--- src/rtl/dco_arr_slew_cod.sv ---
// dco_arr_slew_cod: rate-limited row/column encoder for DCO capacitor-array tuning banks.
//
// A binary target word is loaded via word/word_vld. An internal current word walks toward
// the target by at most MAX_STEP per tick (one tick every TICK_DIV enabled cycles), so the
// array never sees large code jumps. jump=1 with word_vld loads the current word directly.
// The current word is encoded into active-low fully-on rows, a one-hot partial row and a
// column thermometer for the partial row, all registered (one cycle after cur_word).
//
// Ports:
//   clk       clock
//   rst       asynchronous reset, active high
//   en        step enable; low freezes the tick counter and the current word
//   word      target tuning word
//   word_vld  load word as the new target this cycle
//   jump      with word_vld: also load the current word, bypassing the slew limit
//   r_all     fully-on rows, active low (bit i = 0 iff i < row_bin)
//   row       one-hot partially-filled row
//   col       column thermometer for the partial row
//   cur_word  current (slewed) word
//   busy      high while cur_word != target
//
// WORD_W must equal ROW_W + COL_W; any other value is illegal.
module dco_arr_slew_cod #(
  parameter int unsigned ROW_W    = 4,
  parameter int unsigned COL_W    = 4,
  parameter int unsigned WORD_W   = ROW_W + COL_W,
  parameter int unsigned MAX_STEP = 4,
  parameter int unsigned TICK_DIV = 2,
  parameter int unsigned SERP     = 1
) (
  input  logic                  clk,
  input  logic                  rst,
  input  logic                  en,
  input  logic [WORD_W-1:0]     word,
  input  logic                  word_vld,
  input  logic                  jump,
  output logic [2**ROW_W-1:0]   r_all,
  output logic [2**ROW_W-1:0]   row,
  output logic [2**COL_W-1:0]   col,
  output logic [WORD_W-1:0]     cur_word,
  output logic                  busy
);

  localparam int NROW = 2 ** ROW_W;
  localparam int NCOL = 2 ** COL_W;

  // A 1-bit counter is kept even for TICK_DIV == 1; it then stays at 0.
  localparam int unsigned CNT_W = (TICK_DIV > 1) ? $clog2(TICK_DIV) : 1;
  localparam logic [CNT_W-1:0] CntMax = CNT_W'(TICK_DIV - 1);

  // One extra bit so the step arithmetic can never wrap past 0 or the top code.
  localparam logic [WORD_W:0] Step = (WORD_W + 1)'(MAX_STEP);

  logic [WORD_W-1:0] target_q, target_d;
  logic [WORD_W-1:0] cur_q, cur_d;
  logic [CNT_W-1:0]  cnt_q, cnt_d;
  logic [NROW-1:0]   r_all_q, r_all_d;
  logic [NROW-1:0]   row_q, row_d;
  logic [NCOL-1:0]   col_q, col_d;

  logic              tick;
  logic [WORD_W-1:0] step_word;
  logic [WORD_W:0]   cur_x, tgt_x, diff, moved;

  logic [ROW_W-1:0]  row_bin;
  logic [COL_W-1:0]  col_bin;

  // Tick counter: advances only while enabled, free-running regardless of busy.
  assign tick = en && (cnt_q == CntMax);

  always_comb begin
    cnt_d = cnt_q;
    if (en) begin
      cnt_d = tick ? '0 : cnt_q + CNT_W'(1);
    end
  end

  // Bounded step toward the registered target.
  always_comb begin
    cur_x     = {1'b0, cur_q};
    tgt_x     = {1'b0, target_q};
    diff      = '0;
    moved     = cur_x;
    step_word = cur_q;
    if (tgt_x > cur_x) begin
      diff  = tgt_x - cur_x;
      moved = cur_x + Step;
      step_word = (diff <= Step) ? target_q : moved[WORD_W-1:0];
    end else if (tgt_x < cur_x) begin
      diff  = cur_x - tgt_x;
      moved = cur_x - Step;
      step_word = (diff <= Step) ? target_q : moved[WORD_W-1:0];
    end
  end

  // A jump load overrides any step; a plain load coinciding with a tick still steps toward
  // the old target because step_word is built from target_q.
  always_comb begin
    target_d = word_vld ? word : target_q;
    cur_d    = cur_q;
    if (word_vld && jump) begin
      cur_d = word;
    end else if (tick) begin
      cur_d = step_word;
    end
  end

  // Row/column encoding of the current word, registered one cycle later.
  assign row_bin = cur_q[WORD_W-1:COL_W];
  assign col_bin = cur_q[COL_W-1:0];

  always_comb begin
    r_all_d = '1;
    row_d   = '0;
    col_d   = '0;
    for (int i = 0; i < NROW; i++) begin
      r_all_d[i] = !(i < int'(row_bin));
      row_d[i]   = (i == int'(row_bin));
    end
    for (int j = 0; j < NCOL; j++) begin
      if ((SERP != 0) && row_bin[0]) begin
        // Serpentine: odd rows fill from the MSB end.
        col_d[j] = (j >= NCOL - int'(col_bin));
      end else begin
        col_d[j] = (j < int'(col_bin));
      end
    end
  end

  always_ff @(posedge clk or posedge rst) begin
    if (rst) begin
      target_q <= '0;
      cur_q    <= '0;
      cnt_q    <= '0;
      r_all_q  <= '1;
      row_q    <= {{(NROW-1){1'b0}}, 1'b1};
      col_q    <= '0;
    end else begin
      target_q <= target_d;
      cur_q    <= cur_d;
      cnt_q    <= cnt_d;
      r_all_q  <= r_all_d;
      row_q    <= row_d;
      col_q    <= col_d;
    end
  end

  assign r_all    = r_all_q;
  assign row      = row_q;
  assign col      = col_q;
  assign cur_word = cur_q;
  // Compare of two registers only, so no combinational input path reaches busy.
  assign busy     = (cur_q != target_q);

endmodule

--- config.mk ---
export PLATFORM = sky130hd
export DESIGN_NAME = dco_arr_slew_cod
export DESIGN_NICKNAME = d
export VERILOG_FILES = /design/src/rtl/dco_arr_slew_cod.sv
export SDC_FILE = /design/constraint.sdc
export NUM_CORES = 1
export LEC_CHECK = 0
export ABC_AREA = 1
export ABC_CLOCK_PERIOD_IN_PS = 7500
export CORE_MARGIN = 2
export CORE_UTILIZATION = 56
export DETAILED_ROUTE_END_ITERATION = 16
export MAX_ROUTING_LAYER = met4
export PLACE_DENSITY = 0.92
export SETUP_SLACK_MARGIN = 0.05
export SKIP_LAST_GASP = 1
export SLEW_MARGIN = 25
export SYNTH_ARGS = -nofsm -noshare
export SYNTH_HDL_FRONTEND = slang
export SYNTH_SLANG_ARGS = --single-unit
--- constraint.sdc ---
create_clock -name clk -period 7.5 [get_ports clk]
set_input_delay 1.5 -clock clk [delete_from_list [all_inputs] [get_ports clk]]
set_output_delay 1.5 -clock clk [all_outputs]
set_load 0.03 [all_outputs]
* Yosys cells after proc, flatten, opt, wreduce, memory -nomap -nowiden
Cells that the tools add are included.
** Storage, ports and cells
- Register bits after elaboration :: 64
- Input bits :: 13
- Output and inout port bits :: 57
** Operators by class
- Add/subtract/negate cells :: 6
- Order comparisons :: 50
- Equal/unequal tests :: 16
- Multiplexer cells :: 23
- Reductions and logical operators :: 21
** Operator list (count)
- 4-bit < comparator, first input constant :: 14
- 5-bit by 6-bit greater-or-equal comparator with 1-bit output, first input constant :: 8
- 8-bit two-way mux :: 6
- 4-bit == test, first input constant :: 8
- 3-bit by 4-bit < comparator with 1-bit output, first input constant :: 8
- 4-bit by 6-bit greater-or-equal comparator with 1-bit output, first input constant :: 4
- 9-bit by 3-bit <= comparator with 1-bit output, second input constant :: 2
- 8-bit by 8-bit subtractor with 9-bit output :: 2
- 1-bit two-way mux :: 17
- 3-bit by 4-bit == test with 1-bit output, first input constant :: 4
- 1-bit by 4-bit < comparator with 1-bit output, first input constant :: 4
- 2-bit by 4-bit < comparator with 1-bit output, first input constant :: 4
- 1-bit zero test :: 15
- 3-bit by 6-bit greater-or-equal comparator with 1-bit output, first input constant :: 2
- 8-bit by 3-bit adder with 8-bit output, second input constant :: 1
- 2-bit by 4-bit == test with 1-bit output, first input constant :: 2
- 8-bit > comparator :: 1
- 8-bit < comparator :: 1
- 8-bit != test :: 1
- 8-bit by 3-bit subtractor with 8-bit output, second input constant :: 1
- 1-bit by 6-bit greater-or-equal comparator with 1-bit output, first input constant :: 1
- 2-bit by 6-bit greater-or-equal comparator with 1-bit output, first input constant :: 1
- 5-bit by 4-bit subtractor with 6-bit output, first input constant :: 1
- 1-bit by 4-bit == test with 1-bit output, first input constant :: 1
- 6 further kinds :: 7

* Depth between registers and ports, before layout
- Depth after elaboration :: 7
- Gate-level depth with buffers :: 18
- Gate-level depth less buffers :: 18

* Least setup slack after synthesis
Ideal clock, no wire load.
- Kind :: reg2out
- From :: register cur_q[5] (netlist: cur_word[5])
- To :: output port busy
- Arrival :: 1.823 ns
- Path slack :: 4.177 ns
- Cell stages (with the launch flop) :: 7
- Path through :: dfrtp_1 clkbuf_1 inv_1 ha_1 nand2_2 nor2_4 nand2_1
** On the way
- Cells in the longest elaborated chain, start to end :: 1
** Ends and longest elaborated chain
- start, declared :: line 55 : logic [WORD_W-1:0] cur_q, cur_d;
- start signal, assigned :: line 140 : cur_q <= cur_d;
- 8-bit != test :: line 153 : assign busy = (cur_q != target_q);
- end, declared :: line 41 : output logic busy
Every way passes these cells.

* Final worst setup path
- From :: register cur_q[4] (netlist: cur_word[4])
- To :: output port busy
The elaborated chain is that of the path after synthesis.

==> impl_results.md <==
* Final WS setup at 3.19 ns
* Max Clk Rate at 0.232 GHz
* Clk_skew at 0.00642 ns
* Final period utilization at 0.575
* IO Count at 70
* Type of origin of the critical path: flip-flop
* Syn-to-layout area delta at 26.6%
* Routed WL per cell at 15.2 um
* DP HPWL at 6900 um
* CP Capture Type: output pin
* Port-buffer cells at 68
* FF-to-FF path depth at 11
* Root buf cell: clkbuf_8
* Slowest stage delay, CP at 0.65 ns
* DR DRC count at 0
* Post-synth ARST share at 1.00
* Int Pwr at 1.19 mW
* Post-Syn Nets at 493
* Slew Viols, Final at 0
* HP Class: reg2reg
* CTS max path bufs at 2
* Slew HR at 0.480
* Sw frac at 0.490
* Aggregate global-route resource usage at 0.275
* Crit path time final at 4.31 ns
* Hold path endpoint: cnt_q
* HP Start: cnt_q
* Share of cells above drive strength 1 at 0.117
* CP Class: reg2out
* Final hold vios at 0
* Clock Latency Late Sink at 0.34 ns
* H-tree lvl count at 3
* Combinational power share at 0.598
* Vias at 3,345
* Fin cells at 607
* Worst R2R Start: cur_word[4]
* Total Wirelength at 9230 um
* VDD IR max at 0.366 mV
* Vert. Die Dim at 84.9 um
* Die Span X at 84.9 um
* CP startpoint: cur_word[4]
* Number of synthesis warnings at 0
* Grt ovf at 0
* Setup Buffers After CTS at 0
* Mapped Area at 0.00367 mm2
* Post-synthesis sequential area ratio at 0.435
* Core Area at 0.00635 mm2
* Vias in the first global route at 3,133
* R2r setup slk at 4.56 ns
* Endpoints failing setup at 0
* DR iter-0 viols at 278
* Flops & latches, synth at 63
* Cell area after placement at 0.00440 mm2
* Sequential share of power at 0.246
* Initial core utilization at 0.577
* Clock Power Share at 0.155
* CTS tree: yes
* CP max-delay cell: dfrtp_1
* Hold_buf cts at 0
* Fill count at 466
* Placed cell count at 591
* DRT Pass-1 Iters at 7
* Setup TNS at 0 ns
* Max-Cap Viols at 0
* Avg Inst Size Synth at 8.06 um2
* PwrDens at 501 mW/mm2
* Clk sinks at 63
* Num CTS Buffers at 9
* Routed Antenna Nets at 0
* Crit-path cells: inv_1, ha_1, nand2_2, nor2_4, nand2_1, clkdlybuf4s50_1
* Pin count of the biggest net entering global routing at 64
* RR Endpoint: cur_word[4]
* Fin nets at 563
* Post-synth EDFFs at 0
* Syn Inst Count at 455
* Initial antenna violation count at 0
* Routability cong. at 0.914
* FP Rows at 29
* Antenna Diode Count at 0
* CP Data Arrival Time at 2.81 ns
* Netlist cell types at 39
* Crit path buffers/inverters at 2
* Outcome: completed
* First-pass GRT wire length at 15,100 um
* Pre-CTS setup slack at 3.61 ns
* Critical path required time at 6.00 ns
* Hold path depth at 1
* Post-CTS Resized at 0
* Crit-path leading delay family: buffers and inverters
* Vias per cell at 5.51
* Crit Path Max Fanout at 15
* Main flop type after synthesis: dfrtp_1
* Worst-margin pin slew at 0.781 ns
* Die ar. at 0.00721 mm2
* Fin area at 0.00464 mm2
* Switching power total at 1.14 mW
* CTS clk-pin slew, worst paths at 0.07 ns
* RSZ-0062 raised after global routing: no
* Leakage at 2.28 nW
==> stage by stage <==
stage | power, mW | utilization | hold WS [ns]
final | 2.33 | 0.731 | 0.463
after global routing | 2.48 | 0.731 | 0.480
after CTS | 2.32 | 0.731 | 0.466
after detailed placement | 1.95 | 0.692 | 0.450
after global placement | 1.92 | 0.692 | 0.456
after floorplan | 1.53 | - | 0.431
==> layout by cell type (no fill, tap or decap), types with 11 or more instances in the layout <==
| cell type | instances |
|---|---|
| a21oi_1 | 11 |
| clkdlybuf4s50_1 | 68 |
| dfrtp_1 | 48 |
| dfstp_2 | 15 |
| ha_1 | 25 |
| inv_1 | 57 |
| nand2_1 | 120 |
| nand3_1 | 40 |
| nor2_1 | 37 |
| o21ai_0 | 23 |
==> power by group through the flow <==
stage / sequential [mW] / clock, mW / combinational, mW
final: 0.573 / 0.362 / 1.39
after global routing: 0.588 / 0.381 / 1.51
after CTS: 0.572 / 0.366 / 1.38
after detailed placement: 0.579 / 0 / 1.37
after global placement: 0.568 / 0 / 1.35
after floorplan: 0.776 / 0 / 0.750
==> worst reg2reg max path: stages, from the launching register on <==
cell      delay (ns)
dfrtp_1         0.65
inv_1           0.32
ha_1            0.51
nand2_2         0.14
nor2_4          0.15
nand2_1         0.10
nand2_2         0.20
clkinv_1        0.28
nand2_2         0.20
nand2_1         0.09
nor2_1          0.10
o21ai_1         0.07
==> how the worst max path moves through the flow <==
stage	endpoint	slack, ns	depth (start not counted)
2_1_floorplan	busy	4.18	6
3_3_place_gp	busy	3.62	6
3_5_place_dp	busy	3.61	6
4_1_cts	busy	3.22	6
5_1_grt	busy	2.99	6
6_report	busy	3.19	6
==> flip-flops by register name, indices dropped and copies added, names as in the netlist <==
| signal | cells |
|---|---|
| col | 16 |
| target_q | 8 |
| row | 15 |
| r_all | 15 |
| cnt_q | 1 |
| cur_word | 8 |
==> cells by family (layout without fill, tap and decap cells) <==
group / after synthesis / in the layout / share of synthesized area
other: 1 / 1 / 0.00102
buffers and inverters: 75 / 150 / 0.0812
DFF: 63 / 63 / 0.435
and+or+nand+nor: 230 / 230 / 0.293
AOI/OAI and AO/OA: 53 / 53 / 0.0853
adders and majority gates: 25 / 25 / 0.0853
xor gates and xnor gates: 8 / 8 / 0.0191
==> cell usage after synthesis (3+ instances only) <==
cell / n / area [um2]
inv_2: 6 / 22.5
dfrtp_1: 48 / 1200
dfstp_2: 15 / 394
ha_1: 25 / 313
nor2_4: 3 / 33.8
nand2_2: 6 / 37.5
o221ai_1: 3 / 26.3
clkbuf_1: 6 / 22.5
a21oi_1: 11 / 55.1
nand4_1: 6 / 37.5
nand2_1: 120 / 450
o211ai_1: 3 / 22.5
inv_1: 58 / 218
nor2_2: 5 / 31.3
nor2_1: 37 / 139
nand3_1: 40 / 200
a22oi_1: 5 / 37.5
o21ai_0: 23 / 115
xor2_1: 8 / 70.1
==> cell type report <==
class                   instances  area [um2]  area share
clock buffers                   9         124      0.0267
clock inverters                 7         121      0.0261
inverters                      65         244      0.0526
multi-input cells             317        1770       0.382
flip-flops and latches         63        1600       0.344
well taps                      77        96.3      0.0208
repair buffers                 69         688       0.148
==> layer usage <==
layer	track usage	routed length (um)
met1	0.342	3870
met2	0.440	4550
met3	0.0652	634
met4	0.105	177
met5	-	0
Note: power is estimated with default switching activity, not from simulation.
